--- config.mk ---
export PLATFORM = sky130hd
export DESIGN_NAME = data_mem_pipe
export DESIGN_NICKNAME = d
export VERILOG_FILES = /design/src/rtl/data_mem_pipe.sv
export SDC_FILE = /design/constraint.sdc
export NUM_CORES = 2
export LEC_CHECK = 0
export CAP_MARGIN = 0
export CORE_MARGIN = 2
export CORE_UTILIZATION = 40
export CTS_CLUSTER_DIAMETER = 150
export DETAILED_ROUTE_END_ITERATION = 12
export GPL_TIMING_DRIVEN = 0
export PLACE_DENSITY = 0.57
export REMOVE_ABC_BUFFERS = 1
export SLEW_MARGIN = 20
export SYNTH_ARGS = -nofsm -noshare
export SYNTH_HDL_FRONTEND = slang
export SYNTH_SLANG_ARGS = --single-unit
export TNS_END_PERCENT = 20
--- constraint.sdc ---
create_clock -name CLK -period 12.8 [get_ports CLK]
set_input_delay 3.84 -clock CLK [delete_from_list [all_inputs] [get_ports CLK]]
set_output_delay 3.84 -clock CLK [all_outputs]
set_load 0.05 [all_outputs]
--- src/rtl/data_mem_pipe.sv ---
// -----------------------------------------------------------------------------
// data_mem_pipe
//   Single-port word memory with a fixed-latency request/response handshake
//   and a hardware clear sequence after reset.
//
//   After RESET the array is cleared one word per cycle (INIT, InitBusy=1).
//   A request is accepted on a rising edge with Req=1 and Ready=1. The access
//   then spends LATENCY-1 cycles in WAIT and one cycle in RESP. A write
//   commits on the edge that enters RESP. During RESP, RValid=1 and ReadData
//   holds the word: the stored word for a read, or the post-write word for a
//   write. Out-of-range accesses (Address >= 4*DEPTH) never touch the array
//   and return 0.
//
//   Optional feature, macro DATAMEM_ALIGN_CHK_EN:
//     An access is suppressed when it is misaligned (Address[1:0] != 0) or
//     out of range, and Err=1 is raised during its RESP. Without the macro,
//     Address[1:0] is ignored and Err is always 0.
//
// Parameters: DATA_W (bits, multiple of 8), DEPTH (words, power of two),
//             LATENCY (1..8 cycles, accept to response)
// Ports:
//   CLK, RESET        clock, synchronous active-high reset
//   Req, WE           request strobe, 1=write / 0=read
//   Address[31:0]     byte address, word index = Address[log2(DEPTH)+1:2]
//   WD, ByteEn        write data, per-byte write enable
//   Ready             request can be accepted this cycle
//   RValid            one-cycle completion pulse
//   ReadData          response word (0 while RValid=0)
//   InitBusy          clear sequence running
//   Err               access error (0 while RValid=0)
// -----------------------------------------------------------------------------
module data_mem_pipe #(
    parameter int DATA_W  = 32,
    parameter int DEPTH   = 128,
    parameter int LATENCY = 1
) (
    input  logic                CLK,
    input  logic                RESET,
    input  logic                Req,
    input  logic                WE,
    input  logic [31:0]         Address,
    input  logic [DATA_W-1:0]   WD,
    input  logic [DATA_W/8-1:0] ByteEn,
    output logic                Ready,
    output logic                RValid,
    output logic [DATA_W-1:0]   ReadData,
    output logic                InitBusy,
    output logic                Err
);

    localparam int              AW        = (DEPTH > 1) ? $clog2(DEPTH) : 1;
    localparam int              NB        = DATA_W / 8;
    localparam logic [AW-1:0]   LAST_IDX  = AW'(DEPTH - 1);
    localparam logic [2:0]      WAIT_LAST = 3'((LATENCY > 1) ? (LATENCY - 2) : 0);

    typedef enum logic [1:0] {
        S_INIT = 2'd0,
        S_IDLE = 2'd1,
        S_WAIT = 2'd2,
        S_RESP = 2'd3
    } state_t;

    // Replace the bytes of old_w selected by be with the matching bytes of new_w.
    function automatic logic [DATA_W-1:0] f_merge(
        input logic [DATA_W-1:0] old_w,
        input logic [DATA_W-1:0] new_w,
        input logic [NB-1:0]     be
    );
        logic [DATA_W-1:0] res;
        res = old_w;
        for (int i = 0; i < NB; i++) begin
            if (be[i]) begin
                res[8*i +: 8] = new_w[8*i +: 8];
            end
        end
        return res;
    endfunction

    state_t              r_state;
    state_t              w_next_state;
    logic [AW-1:0]       r_init_idx;
    logic [2:0]          r_wait_cnt;
    logic [DATA_W-1:0]   r_mem [DEPTH];

    logic [31:0]         r_addr;
    logic                r_we;
    logic [DATA_W-1:0]   r_wd;
    logic [NB-1:0]       r_be;

    logic                r_rvalid;
    logic [DATA_W-1:0]   r_rdata;
    logic                r_err;

    logic                w_accept;
    logic                w_enter_resp;
    logic [31:0]         w_src_addr;
    logic                w_src_we;
    logic [DATA_W-1:0]   w_src_wd;
    logic [NB-1:0]       w_src_be;
    logic [AW-1:0]       w_src_idx;
    logic                w_src_oor;
    logic                w_src_bad;
    logic [DATA_W-1:0]   w_old;
    logic [DATA_W-1:0]   w_new;

    assign Ready    = (r_state == S_IDLE) || (r_state == S_RESP);
    assign InitBusy = (r_state == S_INIT);
    assign RValid   = r_rvalid;
    assign ReadData = r_rdata;
    assign Err      = r_err;

    assign w_accept     = Req && Ready;
    assign w_enter_resp = (w_next_state == S_RESP);

    // With LATENCY=1 the accepting edge is also the edge entering RESP, so the
    // access is served straight from the ports; otherwise from the capture regs.
    assign w_src_addr = (LATENCY == 1) ? Address : r_addr;
    assign w_src_we   = (LATENCY == 1) ? WE      : r_we;
    assign w_src_wd   = (LATENCY == 1) ? WD      : r_wd;
    assign w_src_be   = (LATENCY == 1) ? ByteEn  : r_be;

    assign w_src_idx  = w_src_addr[AW+1:2];
    assign w_src_oor  = |w_src_addr[31:AW+2];

`ifdef DATAMEM_ALIGN_CHK_EN
    assign w_src_bad  = w_src_oor || (w_src_addr[1:0] != 2'b00);
`else
    logic w_unused_addr;
    assign w_unused_addr = |w_src_addr[1:0];
    assign w_src_bad  = w_src_oor;
`endif

    // A read merges with no bytes enabled, giving the stored word unchanged.
    assign w_old = r_mem[w_src_idx];
    assign w_new = f_merge(w_old, w_src_wd, w_src_we ? w_src_be : {NB{1'b0}});

    // Next-state logic.
    always_comb begin
        w_next_state = r_state;
        case (r_state)
            S_INIT: begin
                if (r_init_idx == LAST_IDX) w_next_state = S_IDLE;
                else                        w_next_state = S_INIT;
            end
            S_IDLE, S_RESP: begin
                if (w_accept) w_next_state = (LATENCY == 1) ? S_RESP : S_WAIT;
                else          w_next_state = S_IDLE;
            end
            S_WAIT: begin
                if (r_wait_cnt == WAIT_LAST) w_next_state = S_RESP;
                else                         w_next_state = S_WAIT;
            end
            default: w_next_state = S_INIT;
        endcase
    end

    // State, clear index, wait counter and registered response outputs.
    always_ff @(posedge CLK) begin
        if (RESET) begin
            r_state    <= S_INIT;
            r_init_idx <= '0;
            r_wait_cnt <= 3'd0;
            r_rvalid   <= 1'b0;
            r_rdata    <= '0;
            r_err      <= 1'b0;
        end else begin
            r_state <= w_next_state;
            if (r_state == S_INIT) begin
                r_init_idx <= r_init_idx + AW'(1);
            end
            if (w_accept) begin
                r_wait_cnt <= 3'd0;
            end else if (r_state == S_WAIT) begin
                r_wait_cnt <= r_wait_cnt + 3'd1;
            end
            r_rvalid <= w_enter_resp;
            r_rdata  <= (w_enter_resp && !w_src_bad) ? w_new : '0;
`ifdef DATAMEM_ALIGN_CHK_EN
            r_err    <= w_enter_resp && w_src_bad;
`else
            r_err    <= 1'b0;
`endif
        end
    end

    // Request capture on the accepting edge.
    always_ff @(posedge CLK) begin
        if (w_accept) begin
            r_addr <= Address;
            r_we   <= WE;
            r_wd   <= WD;
            r_be   <= ByteEn;
        end
    end

    // Array port: clear during INIT, commit writes on the edge entering RESP.
    always_ff @(posedge CLK) begin
        if (!RESET) begin
            if (r_state == S_INIT) begin
                r_mem[r_init_idx] <= '0;
            end else if (w_enter_resp && w_src_we && !w_src_bad) begin
                r_mem[w_src_idx] <= w_new;
            end
        end
    end

endmodule

## After elaboration in Yosys (flattened, before gate mapping)

Memories as Yosys holds them, arrays and structs flattened.
Index checks and enable logic that the tools add are counted.

| cells by class | value |
|---|---|
| add/subtract/negate cells | 2 |
| reductions and logical operators | 13 |
| mux-type cells | 19 |
| bitwise operators | 1 |
| equality and inequality tests | 5 |

Operators with widths:

| operator | count |
|---|---|
| 32-bit two-way mux | 1 |
| 8-bit two-way mux | 4 |
| 32-bit OR reduction | 1 |
| 23-bit OR reduction | 1 |
| 1-bit two-way mux | 10 |
| 7-bit by 1-bit adder with 7-bit output, second input constant | 1 |
| 7-bit == test, second input constant | 1 |
| 7-bit two-way mux | 1 |
| 2-bit == test, second input constant | 3 |
| 2-bit case mux with 3 select lines | 1 |
| 2-bit OR reduction | 3 |
| 1-bit logical AND | 4 |
| 4-bit two-way mux | 1 |
| 3-bit by 1-bit adder with 3-bit output, second input constant | 1 |
| 3-bit zero test | 1 |
| 2-bit by 1-bit == test with 1-bit output, second input constant | 1 |
| 2-bit zero test | 1 |
| 2-bit two-way mux | 1 |
| 1-bit zero test | 1 |
| 1-bit logical OR | 1 |
| 1-bit inverter | 1 |

| word-level totals | value |
|---|---|
| RAM bits | 4096 |
| register bits | 45 |
| memories | 1 |
| output and inout port bits | 36 |
| input port bits | 72 |

Memories:

| name | depth | width | read ports | clocked after Yosys merged registers in | wr ports | line | text |
|---|---|---|---|---|---|---|---|
| r_mem | 128 | 32 | 1 | 0 | 1 | 83 | `logic [DATA_W-1:0] r_mem [DEPTH];` |

## Depth between registers and ports, before layout

| logic depth | value |
|---|---|
| depth after elaboration | 14 |
| depth in mapped cells | 13 |
| depth with buffers taken out | 8 |

## Least setup slack after synthesis

Ideal clock, no wire load.

| path | value |
|---|---|
| path kind | input -> register |
| from | input port Address[16] |
| to | memory r_mem[0][7], data pin |
| required time | 11.286 ns |
| buffers on the path | 2 |
| setup time | 1.514 ns |
| path slack | -0.938 ns |
| cell stages on the path | 7 |
| arrival time | 12.223 ns |
| cells stage by stage | or4_1 > nor2_1 > o2111ai_2 > or2_1 > buf_6 > buf_2 > nor4_1 |

| on the way | value |
|---|---|
| word-level cells in the longest chain between the ends | 9 |

RTL lines:

| item | line | text |
|---|---|---|
| start, declared | 41 | `input logic [31:0] Address,` |
| 23-bit OR reduction | 123 | `assign w_src_oor = \|w_src_addr[31:AW+2];` |
| 1-bit zero test | 201 | `end else if (w_enter_resp && w_src_we && !w_src_bad) begin` |
| 1-bit logical AND | 201 |  |
| 1-bit two-way mux | 201 |  |
| 1-bit two-way mux | 199 | `if (r_state == S_INIT) begin` |
| 1-bit two-way mux | 198 | `if (!RESET) begin` |
| 1-bit two-way mux (not written as such) | 202 | `r_mem[w_src_idx] <= w_new;` |
| 32-bit OR reduction (no source line) | n/a |  |
| 32-bit two-way mux (no source line) | n/a |  |
| end, declared | 83 |  |

Every way passes these cells.

## Final worst setup path

| path | value |
|---|---|
| from | input port Address[2] |
| to | memory r_mem[11][7], data pin |

| on the way | value |
|---|---|
| word-level cells in the longest chain between the ends | 3 |

RTL lines:

| item | line | text |
|---|---|---|
| memory 128 x 32 bit | n/a |  |
| 8-bit two-way mux | 72 | `if (be[i]) begin` |
| 32-bit two-way mux (no source line) | n/a |  |

Every way passes these cells.

==> impl_metrics.prom <==
# TYPE chip_impl_metric gauge
chip_impl_metric{name="ctsHtreeMaxLevel",unit=""} 5
chip_impl_info{name="post_synth_main_area_contributors",value="sky130_fd_sc_hd__edfxtp_1, sky130_fd_sc_hd__mux4_2, sky130_fd_sc_hd__mux2i_1, sky130_fd_sc_hd__dfxtp_1, sky130_fd_sc_hd__mux2_2"} 1
chip_impl_metric{name="grt_antenna_before_repair",unit=""} 23
chip_impl_metric{name="synth.distinct_cells",unit=""} 76
chip_impl_metric{name="critical_path.max_fanout",unit=""} 91
chip_impl_metric{name="hold_slack",unit="ns"} 0.515
chip_impl_info{name="hp-start",value="r_wait_cnt[1]"} 1
chip_impl_metric{name="n_fill_cell",unit=""} 31700
chip_impl_metric{name="cts.path.max_buffers",unit=""} 4
chip_impl_metric{name="cts-resized-gates",unit=""} 0
chip_impl_metric{name="power_density",unit="mW/mm^2"} 145
chip_impl_metric{name="pwr-share-comb",unit=""} 0.037
chip_impl_metric{name="finalCoreUtilization",unit=""} 0.479
chip_impl_info{name="worst_setup_path_class",value="in2reg"} 1
chip_impl_metric{name="preCtsSetupSlack",unit="ns"} 2.39
chip_impl_info{name="worstHoldEndpoint",value="r_wait_cnt[1]"} 1
chip_impl_metric{name="edff_count_synth",unit=""} 4096
chip_impl_metric{name="floorplan.io_pins",unit=""} 108
chip_impl_metric{name="cts_sinks",unit=""} 4141
chip_impl_metric{name="worst_slew_pin_slew",unit="ns"} 1.26
chip_impl_metric{name="worst_hold_path.num_cells",unit=""} 2
chip_impl_metric{name="switching_power",unit="mW"} 5.72
chip_impl_info{name="worst_setup_start_kind",value="input pin"} 1
chip_impl_metric{name="seq_power_share",unit=""} 0.536
chip_impl_metric{name="largest_net_degree_at_the_start_of_global_routing",unit=""} 94
chip_impl_metric{name="first_global_vias",unit=""} 80200
chip_impl_metric{name="route.final.wire_length",unit="microns"} 453000
chip_impl_info{name="synth.largest_area_cell",value="sky130_fd_sc_hd__edfxtp_1"} 1
chip_impl_info{name="postSynth.topFlopCell",value="sky130_fd_sc_hd__edfxtp_1"} 1
chip_impl_metric{name="nets",unit=""} 8022
chip_impl_metric{name="timing.clock.skew",unit="ns"} 0.0382
chip_impl_metric{name="initial_utilization",unit=""} 0.402
chip_impl_info{name="setup_repair_after_global_routing_missed_its_margin",value="false"} 1
chip_impl_metric{name="arrival",unit="ns"} 10.33
chip_impl_metric{name="routedLengthMet1",unit="microns"} 179000
chip_impl_metric{name="irDropWorstVdd",unit="mV"} 0.124
chip_impl_metric{name="post_cts_hold_buffer_count",unit=""} 0
chip_impl_metric{name="drive_above_1_share",unit=""} 0.266
chip_impl_metric{name="number_of_max_cap_violations",unit=""} 0
chip_impl_metric{name="gp_weighted_congestion",unit=""} 0.795
chip_impl_metric{name="power_report.internal_total",unit="mW"} 21.7
chip_impl_metric{name="port_buffers",unit=""} 104
chip_impl_metric{name="finalHoldViolCount",unit=""} 0
chip_impl_metric{name="routed-wl-met3",unit="microns"} 31300
chip_impl_metric{name="final_critical_path_setup_slack",unit="ns"} 3.16
chip_impl_metric{name="synth_seq_cells",unit=""} 4141
chip_impl_metric{name="synth_top_area_frac",unit=""} 0.772
chip_impl_metric{name="total_leakage_power",unit="nW"} 69.4
chip_impl_metric{name="die_y",unit="microns"} 635
chip_impl_metric{name="number_of_warning_messages_in_the_yosys_log",unit=""} 0
chip_impl_metric{name="synth-async-reset-ratio",unit=""} 0
chip_impl_metric{name="grt_pass1_wl",unit="microns"} 630000
chip_impl_info{name="status",value="finished, final reports clean"} 1
chip_impl_metric{name="timing.slew.headroom",unit=""} 0.159
chip_impl_metric{name="num_rows",unit=""} 231
chip_impl_metric{name="postCtsSetupBuffers",unit=""} 0
chip_impl_metric{name="num_vias",unit=""} 79900
chip_impl_metric{name="drt_first_pass_iters",unit=""} 6
chip_impl_info{name="setup.worst_path.end_class",value="register"} 1
chip_impl_metric{name="required_time_worst_endpoint",unit="ns"} 13.50
chip_impl_metric{name="instances_no_fill",unit=""} 13500
chip_impl_metric{name="die-area",unit="sq mm"} 0.403
chip_impl_metric{name="clock_power_share",unit=""} 0.427
chip_impl_metric{name="grt_usage",unit=""} 0.220
chip_impl_metric{name="later_pin_clock_latency_in_the_skew_report",unit="ns"} 0.96
chip_impl_metric{name="cts.clk_slew.worst_paths",unit="ns"} 0.06
chip_impl_info{name="final_common_cell",value="sky130_fd_sc_hd__edfxtp_1"} 1
chip_impl_info{name="mostFrequentLayoutCells",value="sky130_fd_sc_hd__edfxtp_1, sky130_fd_sc_hd__mux4_2, sky130_fd_sc_hd__mux2i_1"} 1
chip_impl_metric{name="slew_violations",unit=""} 0
chip_impl_metric{name="sw_frac_of_total",unit=""} 0.209
chip_impl_metric{name="detail-route-antenna-nets",unit=""} 0
chip_impl_metric{name="routed_wire_length_per_instance",unit="microns"} 33.5
chip_impl_metric{name="fp.coreArea",unit="sq mm"} 0.396
chip_impl_metric{name="globalRoute.totalOverflow",unit=""} 0
chip_impl_metric{name="syn_area_cell",unit="sq um"} 21.6
chip_impl_metric{name="synth_seq_area_share",unit=""} 0.778
chip_impl_info{name="tritoncts_clock_tree",value="built"} 1
chip_impl_metric{name="drt-initial-drc-count",unit=""} 9576
chip_impl_info{name="cts_root_buf",value="sky130_fd_sc_hd__clkbuf_16"} 1
chip_impl_metric{name="postSynthCellCount",unit=""} 7388
chip_impl_metric{name="clock.fmax",unit="GHz"} 0.104
chip_impl_info{name="crit-reg2reg-launch",value="r_state[0]"} 1
chip_impl_metric{name="areaGrowthSynthToFinish",unit="%"} 19.3
chip_impl_metric{name="post-route-drc-count",unit=""} 0
chip_impl_metric{name="post_drt_via_cell_ratio",unit=""} 5.90
chip_impl_metric{name="chipWidth",unit="microns"} 635
chip_impl_info{name="routed.top_layer",value="met5"} 1
chip_impl_metric{name="fin_crit_sh",unit=""} 0.753
chip_impl_info{name="hold_class",value="reg2reg"} 1
chip_impl_metric{name="regToRegSetupSlack",unit="ns"} 7.14
chip_impl_metric{name="report.final.setup_viol",unit=""} 0
chip_impl_metric{name="met2_length",unit="microns"} 220000
chip_impl_info{name="r2r_end",value="r_mem[11][7]"} 1
chip_impl_metric{name="detailed_placer_s_ending_hpwl",unit="microns"} 296000
chip_impl_metric{name="timing.final.crit_period",unit="ns"} 9.64
chip_impl_metric{name="place.detailed.instances",unit=""} 12800
chip_impl_metric{name="r2r_cells",unit=""} 14
chip_impl_metric{name="cts_buffers",unit=""} 403
chip_impl_metric{name="syn-cell-area",unit="sq mm"} 0.159
-- kinds of logic (layout without fill, tap and decap cells) --
| family | count (synthesis) | after routing | share of synthesized area |
|---|---|---|---|
| xor+xnor | 5 | 5 | 0.000275 |
| fa+ha+maj | 3 | 3 | 0.000236 |
| simple gates | 644 | 644 | 0.0186 |
| compound gates | 723 | 723 | 0.0319 |
| other cells | 1 | 21 | 0.0000235 |
| mux | 1434 | 1434 | 0.156 |
| buf+inv | 437 | 1325 | 0.0152 |
| flops | 4141 | 4141 | 0.778 |
-- per-stage QoR --
stage          power [mW]  TNS, ns  area (sq um)
6_report             27.5        0        190000
3_5_place_dp         16.0        0        177000
5_1_grt              28.1        0        190000
4_1_cts              27.6        0        190000
2_1_floorplan        15.4  -234.16        157000
3_3_place_gp         17.0        -        164000
-- Yosys cell counts (20+ instances only) --
| cell type | number |
|---|---|
| sky130_fd_sc_hd__edfxtp_1 | 4096 |
| sky130_fd_sc_hd__mux4_2 | 827 |
| sky130_fd_sc_hd__mux2i_1 | 522 |
| sky130_fd_sc_hd__nor2_1 | 231 |
| sky130_fd_sc_hd__clkbuf_1 | 169 |
| sky130_fd_sc_hd__nand2_1 | 167 |
| sky130_fd_sc_hd__o22ai_1 | 136 |
| sky130_fd_sc_hd__a21oi_1 | 123 |
| sky130_fd_sc_hd__a22oi_1 | 97 |
| sky130_fd_sc_hd__buf_2 | 94 |
| sky130_fd_sc_hd__buf_4 | 87 |
| sky130_fd_sc_hd__mux2_2 | 79 |
| sky130_fd_sc_hd__o21ai_0 | 56 |
| sky130_fd_sc_hd__o221ai_1 | 54 |
| sky130_fd_sc_hd__nor3_1 | 48 |
| sky130_fd_sc_hd__buf_6 | 45 |
| sky130_fd_sc_hd__dfxtp_1 | 45 |
| sky130_fd_sc_hd__nand3_1 | 45 |
| sky130_fd_sc_hd__a32oi_1 | 37 |
| sky130_fd_sc_hd__buf_1 | 34 |
| sky130_fd_sc_hd__a211oi_1 | 31 |
| sky130_fd_sc_hd__and2_1 | 30 |
| sky130_fd_sc_hd__a221oi_1 | 25 |
| sky130_fd_sc_hd__o211ai_1 | 23 |
| sky130_fd_sc_hd__a31oi_1 | 22 |
| sky130_fd_sc_hd__nor2b_1 | 20 |
| sky130_fd_sc_hd__nor4_1 | 20 |
-- critical path: stages --
cell and delay [ns]:
sky130_fd_sc_hd__buf_16 0.30, sky130_fd_sc_hd__buf_16 0.43, sky130_fd_sc_hd__buf_16 0.44, sky130_fd_sc_hd__buf_16 0.44, sky130_fd_sc_hd__mux4_2 0.61, sky130_fd_sc_hd__mux4_2 0.64, sky130_fd_sc_hd__mux2i_1 0.18, sky130_fd_sc_hd__o21ai_0 0.21
sky130_fd_sc_hd__nor3_2 0.75, sky130_fd_sc_hd__nor4_2 0.21, sky130_fd_sc_hd__buf_4 0.25, sky130_fd_sc_hd__buf_2 0.20, sky130_fd_sc_hd__buf_2 0.18, sky130_fd_sc_hd__buf_2 0.20, sky130_fd_sc_hd__buf_2 0.21, sky130_fd_sc_hd__buf_2 0.21
sky130_fd_sc_hd__buf_4 0.20, sky130_fd_sc_hd__buf_4 0.18
-- worst max path at each step --
stage	slack, ns	startpoint	cells after the start	endpoint
final	3.16	Address[2]	18	r_mem[11][7]
after global routing	3.02	Address[2]	18	r_mem[9][7]
after CTS	3.43	Address[2]	18	r_mem[11][7]
after detailed placement	2.39	Address[2]	18	r_mem[11][7]
after global placement	-82.50	Address[2]	7	r_mem[10][7]
after floorplan	-1.83	Address[16]	5	r_mem[0][7]
-- layer usage --
layer	track usage	vias up
li1	-	32400
met1	0.294	43300
met2	0.360	3452
met3	0.0334	694
met4	0.0971	4
met5	0	-
-- cell type report --
| cell class | instances | area [sq um] | share of cell area |
|---|---|---|---|
| Sequential cell | 4141 | 124000 | 0.652 |
| Inverter | 8 | 50.0 | 0.000263 |
| Timing Repair Buffer | 583 | 11900 | 0.0628 |
| Clock inverter | 212 | 1960 | 0.0103 |
| Antenna cell | 20 | 50.0 | 0.000263 |
| Clock buffer | 522 | 10900 | 0.0573 |
| Multi-Input combinational cell | 2810 | 34700 | 0.182 |
| Tap cell | 5242 | 6560 | 0.0345 |
-- power groups by stage --
stage	combinational [mW]	clock, mW	sequential, mW
2_1_floorplan	0.336	0	15.0
6_report	1.01	11.7	14.7
4_1_cts	1.01	11.9	14.7
3_5_place_dp	1.01	0	15.0
5_1_grt	1.04	12.4	14.7
3_3_place_gp	1.97	0	15.0
-- sequential cells by signal, indices dropped and copies added, names as in the netlist --
name	count
RValid	1
ReadData	32
r_init_idx	7
r_mem	4096
r_wait_cnt	3
r_state	2
(Power assumes the default switching activity.)
